### src/rtl/qic117_status_decoder.sv
`default_nettype none
// +--------------------------------------------------------------------------+
// | qic117_status_decoder : decodes QIC-117 pulse-width status bits on TRK0. |
// | Optional TRK0 stability filter: define QIC117_TRK0_DEGLITCH_EN.          |
// | Revision: 1.0                                                            |
// +--------------------------------------------------------------------------+
module qic117_status_decoder #(
  parameter int CLK_FREQ_HZ    = 200_000_000,
  parameter int MIN_LOW_US     = 250,
  parameter int THRESH_US      = 1000,
  parameter int MAX_LOW_US     = 2500,
  parameter int GAP_TIMEOUT_US = 5000
) (
  input  logic       clk,
  input  logic       reset_n,
  input  logic       enable,
  input  logic       trk0_in,
  output logic       bit_valid,
  output logic       bit_value,
  output logic       word_valid,
  output logic [7:0] status_word,
  output logic       pulse_err,
  output logic       gap_err,
  output logic       busy,
  output logic [3:0] bit_count
);

  localparam int CLKS_PER_US  = CLK_FREQ_HZ / 1_000_000;
  localparam int C_MIN_CLKS   = MIN_LOW_US * CLKS_PER_US;
  localparam int C_THR_CLKS   = THRESH_US * CLKS_PER_US;
  localparam int C_MAX_CLKS   = MAX_LOW_US * CLKS_PER_US;
  localparam int C_GAP_CLKS   = GAP_TIMEOUT_US * CLKS_PER_US;
  localparam int WIDTH_W      = $clog2(C_MAX_CLKS) + 1;
  localparam int GAP_W        = $clog2(C_GAP_CLKS) + 1;

  localparam logic [WIDTH_W-1:0] C_MIN_W = WIDTH_W'(C_MIN_CLKS);
  localparam logic [WIDTH_W-1:0] C_THR_W = WIDTH_W'(C_THR_CLKS);
  localparam logic [WIDTH_W-1:0] C_MAX_W = WIDTH_W'(C_MAX_CLKS);
  localparam logic [GAP_W-1:0]   C_GAP_G = GAP_W'(C_GAP_CLKS);

  typedef enum logic [1:0] {
    S_IDLE  = 2'd0,
    S_LOW   = 2'd1,
    S_GAP   = 2'd2,
    S_STUCK = 2'd3
  } state_t;

  logic r_sync1;
  logic r_sync2;
  logic w_line;
  logic r_line_d;
  logic r_rise;
  logic r_fall;

  always_ff @(posedge clk) begin
    if (!reset_n) begin
      r_sync1 <= 1'b1;
      r_sync2 <= 1'b1;
    end else begin
      r_sync1 <= trk0_in;
      r_sync2 <= r_sync1;
    end
  end

`ifdef QIC117_TRK0_DEGLITCH_EN
  logic       r_filt;
  logic [3:0] r_filt_cnt;

  // Level follows the synchronized line only after 16 consecutive differing samples.
  always_ff @(posedge clk) begin
    if (!reset_n || !enable) begin
      r_filt     <= 1'b1;
      r_filt_cnt <= 4'd0;
    end else if (r_sync2 != r_filt) begin
      if (r_filt_cnt == 4'd15) begin
        r_filt     <= r_sync2;
        r_filt_cnt <= 4'd0;
      end else begin
        r_filt_cnt <= r_filt_cnt + 4'd1;
      end
    end else begin
      r_filt_cnt <= 4'd0;
    end
  end

  assign w_line = r_filt;
`else
  assign w_line = r_sync2;
`endif

  always_ff @(posedge clk) begin
    if (!reset_n) begin
      r_line_d <= 1'b1;
      r_rise   <= 1'b0;
      r_fall   <= 1'b0;
    end else begin
      r_line_d <= w_line;
      r_rise   <= w_line & ~r_line_d;
      r_fall   <= ~w_line & r_line_d;
    end
  end

  state_t             r_state;
  logic [WIDTH_W-1:0] r_width;
  logic [GAP_W-1:0]   r_gap;
  logic [6:0]         r_shift;
  logic [WIDTH_W-1:0] w_width_next;
  logic [GAP_W-1:0]   w_gap_next;
  logic               w_bit;

  // Width/gap "next" values count the current cycle, so a low of N cycles measures N.
  assign w_width_next = (r_width == C_MAX_W) ? r_width : r_width + 1'b1;
  assign w_gap_next   = (r_gap == C_GAP_G) ? r_gap : r_gap + 1'b1;
  assign w_bit        = (w_width_next >= C_THR_W);

  always_ff @(posedge clk) begin
    if (!reset_n) begin
      r_state     <= S_IDLE;
      r_width     <= '0;
      r_gap       <= '0;
      r_shift     <= '0;
      bit_valid   <= 1'b0;
      bit_value   <= 1'b0;
      word_valid  <= 1'b0;
      status_word <= 8'd0;
      pulse_err   <= 1'b0;
      gap_err     <= 1'b0;
      busy        <= 1'b0;
      bit_count   <= 4'd0;
    end else begin
      bit_valid  <= 1'b0;
      word_valid <= 1'b0;
      pulse_err  <= 1'b0;
      gap_err    <= 1'b0;
      if (!enable) begin
        r_state   <= S_IDLE;
        r_width   <= '0;
        r_gap     <= '0;
        busy      <= 1'b0;
        bit_count <= 4'd0;
      end else begin
        case (r_state)
          S_IDLE: begin
            if (r_fall) begin
              r_width <= '0;
              busy    <= 1'b1;
              r_state <= S_LOW;
            end
          end
          S_LOW: begin
            r_width <= w_width_next;
            if (r_rise) begin
              r_gap <= '0;
              if (w_width_next < C_MIN_W) begin
                busy    <= (bit_count != 4'd0);
                r_state <= (bit_count == 4'd0) ? S_IDLE : S_GAP;
              end else begin
                bit_value <= w_bit;
                bit_valid <= 1'b1;
                r_shift   <= {r_shift[5:0], w_bit};
                bit_count <= bit_count + 4'd1;
                r_state   <= S_GAP;
                if (bit_count == 4'd7) begin
                  status_word <= {r_shift, w_bit};
                  word_valid  <= 1'b1;
                end
              end
            end else if (w_width_next == C_MAX_W) begin
              pulse_err <= 1'b1;
              bit_count <= 4'd0;
              r_state   <= S_STUCK;
            end
          end
          S_GAP: begin
            if (r_fall) begin
              r_width <= '0;
              r_state <= S_LOW;
              if (bit_count == 4'd8) begin
                bit_count <= 4'd0;
              end
            end else if (bit_count == 4'd8) begin
              bit_count <= 4'd0;
              busy      <= 1'b0;
              r_state   <= S_IDLE;
            end else if (w_gap_next == C_GAP_G) begin
              gap_err   <= 1'b1;
              bit_count <= 4'd0;
              busy      <= 1'b0;
              r_state   <= S_IDLE;
            end else begin
              r_gap <= w_gap_next;
            end
          end
          S_STUCK: begin
            if (r_rise) begin
              busy    <= 1'b0;
              r_state <= S_IDLE;
            end
          end
          default: r_state <= S_IDLE;
        endcase
      end
    end
  end

endmodule
`default_nettype wire

### config.mk
export PLATFORM = sky130hd
export DESIGN_NAME = qic117_status_decoder
export DESIGN_NICKNAME = d
export VERILOG_FILES = /design/src/rtl/qic117_status_decoder.sv
export SDC_FILE = /design/constraint.sdc
export NUM_CORES = 1
export LEC_CHECK = 0
export CORE_AREA = 3 3 113 115
export CTS_CLUSTER_DIAMETER = 150
export DETAILED_ROUTE_END_ITERATION = 10
export DIE_AREA = 0 0 116 118
export GPL_ROUTABILITY_DRIVEN = 1
export SLEW_MARGIN = 25
export SYNTH_ARGS = -nofsm -noshare
export SYNTH_HDL_FRONTEND = slang
export SYNTH_SLANG_ARGS = --single-unit
### constraint.sdc
create_clock -name clk -period 2.8 [get_ports clk]
set_input_delay 0.42 -clock clk [delete_from_list [all_inputs] [get_ports clk]]
set_output_delay 0.42 -clock clk [all_outputs]
set_load 0.01 [all_outputs]
* Yosys cells after proc, flatten, opt, wreduce, memory -nomap -nowiden
Cells that the tools add are included.
** Word-level totals
- Output and inout bits :: 18
- Word-level logic and storage cells :: 111
- Register bits :: 73
- Input port bits :: 4
** Operators by class
- Reduce and logical (&&, ||, !) cells :: 18
- Equal/unequal tests :: 22
- Bitwise logic cells :: 10
- Add/sub/neg operators :: 3
- Order comparisons :: 2
- Mux-type cells :: 39
** Operators by type and width (number)
- $mux 21 :: 5
- $eq 21x20->1 const B :: 2
- $pmux 21 s2 :: 1
- $eq 20x19->1 const B :: 2
- $mux 20 :: 2
- $pmux 20 s2 :: 1
- $mux 4 :: 7
- $add 21x1->21 const B :: 1
- $add 20x1->20 const B :: 1
- $ge 20x18->1 const B :: 1
- $lt 20x16->1 const B :: 1
- $mux 2 :: 9
- $reduce_and 5->1 :: 3
- $ne 2x2->1 const B :: 7
- $ne 3x3->1 const B :: 4
- $reduce_and 4->1 :: 3
- $mux 1 :: 11
- $reduce_or 5->1 :: 2
- $not 1->1 :: 8
- $pmux 2 s4 :: 1
- $pmux 4 s2 :: 1
- $reduce_and 6->1 :: 1
- $add 4x1->4 const B :: 1
- $eq 2x2->1 const B :: 2
- 14 further kinds :: 17

* Depth between registers and ports, before layout
- Depth after elaboration :: 7
- Gate-level depth with buffers :: 13
- Gate-level depth less buffers :: 10

* Worst setup path after synthesis
No wires, ideal clock.
- Path kind :: reg2reg
- Start point :: reg r_gap[5]
- End point :: reg r_gap[17]
- Data arrival time :: 2777 ps
- Cell stages (with the launch flop) :: 12
- Setup time :: 74 ps
- Clock period less this slack :: 2851 ps
- Setup slack :: -51 ps
- Required time :: 2726 ps
- Buffers on the path :: 3
- Path through :: dfxtp_1 buf_6 or3b_1 nand2b_4 or4_4 buf_6 mux2i_4 and2_4 a21oi_1 clkbuf_1 nand3b_1 a31oi_1
** Between the ends
- Longest elaborated chain between the ends :: 6
- Elaborated cells between the ends (all ways) :: 10
- Classes of those cells :: 1 x add/sub; 3 x eq/ne; 5 x mux; 1 x reduce/logical
** RTL lines
- start, declared :: line 105 : logic [GAP_W-1:0] r_gap;
- start signal, assigned :: line 191 : r_gap <= w_gap_next;
- $add 21x1->21 / $eq 21x20->1 (equally long branches) :: line 113 : assign w_gap_next = (r_gap == C_GAP_G) ? r_gap : r_gap + 1'b1;
- $mux 21 (*) :: line 113
- branches (longest 4 deep; another with $eq 21x20->1)
Every way passes the cells marked *. The select of a mux whose other input is x is not followed.
A chain may end at the register's enable or synchronous reset.

* Worst setup path in the final report
- Start point :: reg r_gap[7]
- End point :: reg r_gap[10]
Same word-level chain as after synthesis.

==> impl_metrics.csv <==
group,metric,value,unit
run_status,status,"complete, no violations",
setup_path,r2r_cells,8,
global_route,grt.total_usage,21.0,%
sta,whs,419,ps
run,drv_cap,0,
floorplan,ios,22,
pwr,p_switching,0.570,mW
floorplan,initial_utilization,39.2,%
setup_path,endpoint_kind,"flip-flop",
sta,slew_violations,0,
synth,postSynthNetCount,634,
setup_path,cp-start-kind,"flip-flop",
floorplan,dieArea,13700,um^2
synth,synthArstFlopShare,0,%
clocking,insertion_delay,350,ps
pwr,p_seq_share,46.0,%
route,vias_per_cell,5.92,
sta,hold_violations,0,
synth,synth_edf_count,0,
sta,setup_viol,0,
sta,period_share,99.0,%
setup_path,arrival,3000,ps
placement,hpwl,10.0,mm
final_layout,fillers,1176,
route,ant_nets,0,
setup_path,crit_chain,"or3b_4 -> nand2b_4 -> or4_4 -> mux2i_4 -> and2_4 -> a21oi_4 -> mux2_4 -> a32o_1",
clocking,numCtsBuffers,9,
global_route,grt_pass1_vias,4719,
global_route,grt_pass1_wl,23.4,mm
setup_path,cp_slowest_cell,"or4_4",
sta,slew-limit-headroom,58.9,%
global_route,overflow,0,
setup_path,reg2reg_slack,30,ps
final_layout,drive_above_1_share,24.5,%
final_layout,num_antenna_cells,0,
route,wire_per_inst,17.1,um
placement,gp_congestion,0.959,
route,wl,14.6,mm
sta,fin_crit,2770,ps
hold_path,hold_path.class,"flip-flop to flip-flop",
final_layout,final_cells,853,
synth,synth_cells,624,
final_layout,syn_to_final_growth,30.6,%
pwr,cellLeakagePower,2.19,nW
placement,placed_cell_area,5440,um^2
final_layout,final_nets,711,
floorplan,rows,40,
synth,avgSynthCellArea,7.49,um^2
pwr,p_comb_share,2.8,%
floorplan,die_x,116,um
clocking,htreeDepth,3,
placement,placed_cells,822,
sta,worst_slew_pin_slew,610,ps
final_layout,final_cell_area,6100,um^2
synth,ys_seq_area_share,30.8,%
route,drt_iter0_drc,379,
pwr,switching_share,25.5,%
synth,synth_flop_cell,"dfxtp_1",
route,via_count,5049,
setup_path,cp_top_family,"simple AND/OR/NAND/NOR gates",
setup_path,cp_max_fo,7,
setup_path,r2r-end,"r_gap[10]",
clocking,clockBufferDepth,2,
global_route,grt_max_degree,22,
pwr,power,2.23,mW
synth,synth_area,4670,um^2
pwr,clockPowerShare,51.2,%
setup_path,worst-path-buf-inv,0,
route,dr.pass1.iters,6,
sta,rsz0062_at_grt,"true",
clocking,cts_sinks,72,
hold_path,min_from,"r_sync1",
setup_path,path_class,"flip-flop to flip-flop",
hold_path,min_to,"r_sync2",
floorplan,die_h,118,um
global_route,antenna_found_initial,0,
setup_path,cp_data_required_time,3030,ps
setup_path,reg2reg_from,"r_gap[7]",
pwr,ir_drop,0.239,mV
floorplan,core,11900,um^2
synth,yosys_register_bits,72,
synth,yosys_warnings,0,
route,drc,0,
placement,portBuffers,21,
hold_path,whs_path_depth,1,
clocking,clk_pin_slew,60,ps
final_layout,regArea,1460,um^2
sta,max_freq,361,MHz
setup_path,crit_cells,8,
final_layout,multiInputGateArea,3170,um^2
clocking,cts_tree,"built",
final_layout,utilization,51.2,%
setup_path,max_stage_delay,560,ps
synth,ys_types,74,
sta,clock_skew,8.19,ps
clocking,cts_hold_buffers,0,
pwr,p_int,1.66,mW
clocking,cts_root_buf,"clkbuf_16",
pwr,p_per_area,366,nW/um^2
## cells in the mapped netlist, drive strengths merged (2+ instances only)
library cell	instances	share of area, %
a2111oi	2	0.37
a211o	2	0.37
a211oi	3	0.59
a21boi	2	0.32
a21oi	38	4.3
a22oi	7	1.1
a2bb2oi	2	0.37
a311oi	5	0.94
a31oi	27	3.6
a32o	2	0.43
a41oi	3	0.56
and2	5	0.72
and3	8	1.1
and4	7	1.3
buf	13	1.8
clkbuf	37	3.0
dfxtp	72	31
ha	6	1.6
inv	19	1.5
mux2	3	0.72
mux2i	12	2.8
nand2	60	4.8
nand2b	14	2.0
nand3	37	4.0
nand3b	2	0.32
nand4	18	2.4
nand4b	3	0.56
nor2	57	4.6
nor2b	6	0.80
nor3	28	3.0
nor3b	4	0.64
nor4	14	2.1
nor4b	3	0.56
o2111ai	4	0.75
o211ai	4	0.64
o21a	4	0.64
o21ai	32	3.4
o22ai	5	0.67
o31ai	4	0.64
or2	3	0.40
or3	9	1.3
or4	4	0.72
or4b	2	0.43
xnor2	10	1.9
xor2	8	1.5
## final cells by class
class,instances,share of cell area (%)
repair buffers,115,15.2
clock inverters,7,1.02
inverters,20,1.27
flip-flops and latches,72,23.9
multi-input cells,483,51.9
well taps,147,3.01
clock buffers,9,3.69
## sequential cells by signal (all words and copies together), names as in the netlist, 2 cells and up
name         flops
r_shift          7
r_width         20
status_word      8
bit_count        4
r_state          2
r_gap           21
## timing repair
item | 4_1_cts | 5_1_grt
pin swaps | 2 | 22
gates cloned | 0 | 1
buffers inserted | 2 | 12
setup endpoints to repair | 9 | 42
gates resized for setup | 6 | 58
## kinds of logic (layout without fill, tap and decap cells)
group           after synthesis  count (layout)  synth area share (%)
flops                        72              72                  30.8
mux                          15              15                  3.56
xor+xnor                     18              18                  3.37
buf+inv                      70             151                  6.40
simple gates                287             288                  32.5
fa+ha+maj                     6               6                  1.61
compound gates              156             156                  21.7
## worst reg2reg max path, delay by kind of cell, from the launching register on
kind | cells | cell delay, ps
flip-flops | 1 | 360
AND/OR/NAND/NOR | 4 | 1280
AO/OA/AOI/OAI | 2 | 470
multiplexers | 2 | 550
## power by group through the flow
stage | clock network (mW) | registers, mW | logic (mW)
after global placement | 0 | 1.05 | 0.0567
after global routing | 1.20 | 1.03 | 0.0669
after CTS | 1.16 | 1.03 | 0.0581
final | 1.14 | 1.03 | 0.0624
after detailed placement | 0 | 1.05 | 0.0578
after floorplan | 0 | 1.05 | 0.0327
## how the worst max path moves through the flow
stage	endpoint	start	slack [ps]
2_1_floorplan	r_gap[10]	r_gap[5]	-40
3_3_place_gp	r_gap[2]	r_gap[7]	20
3_5_place_dp	r_gap[2]	r_gap[5]	-20
4_1_cts	r_gap[18]	r_gap[1]	-1
5_1_grt	r_gap[7]	r_gap[7]	-60
6_report	r_gap[10]	r_gap[7]	30
## placed cells by master (no fill, tap or decap), drive strengths merged, types with 10 or more instances in the layout
master and instances:
a21oi 38, a31oi 27, buf 94, clkdlybuf4s50 21
dfxtp 72, inv 22, mux2i 12, nand2 60
nand2b 14, nand3 37, nand4 18, nor2 57
nor3 28, nor4 14, o21ai 32, or3 10
xnor2 10
## through the flow
step	TNS [ps]	worst slack, ps
3_5_place_dp	-44.4	-19.8
5_1_grt	-693	-62.8
2_1_floorplan	-279	-43.5
6_report	0	28.3
4_1_cts	-0.960	-0.960
3_3_place_gp	0	20.3
## metal layers
layer  track usage, %  vias to the layer above  part of all wire (%)
li1                 -                     2451                     -
met1             29.4                     2417                    46
met2             32.2                      157                    47
met3             4.01                       24                   5.8
met4             7.18                        0                   1.9
met5                0                        -                     0
(Power assumes the default switching activity.)
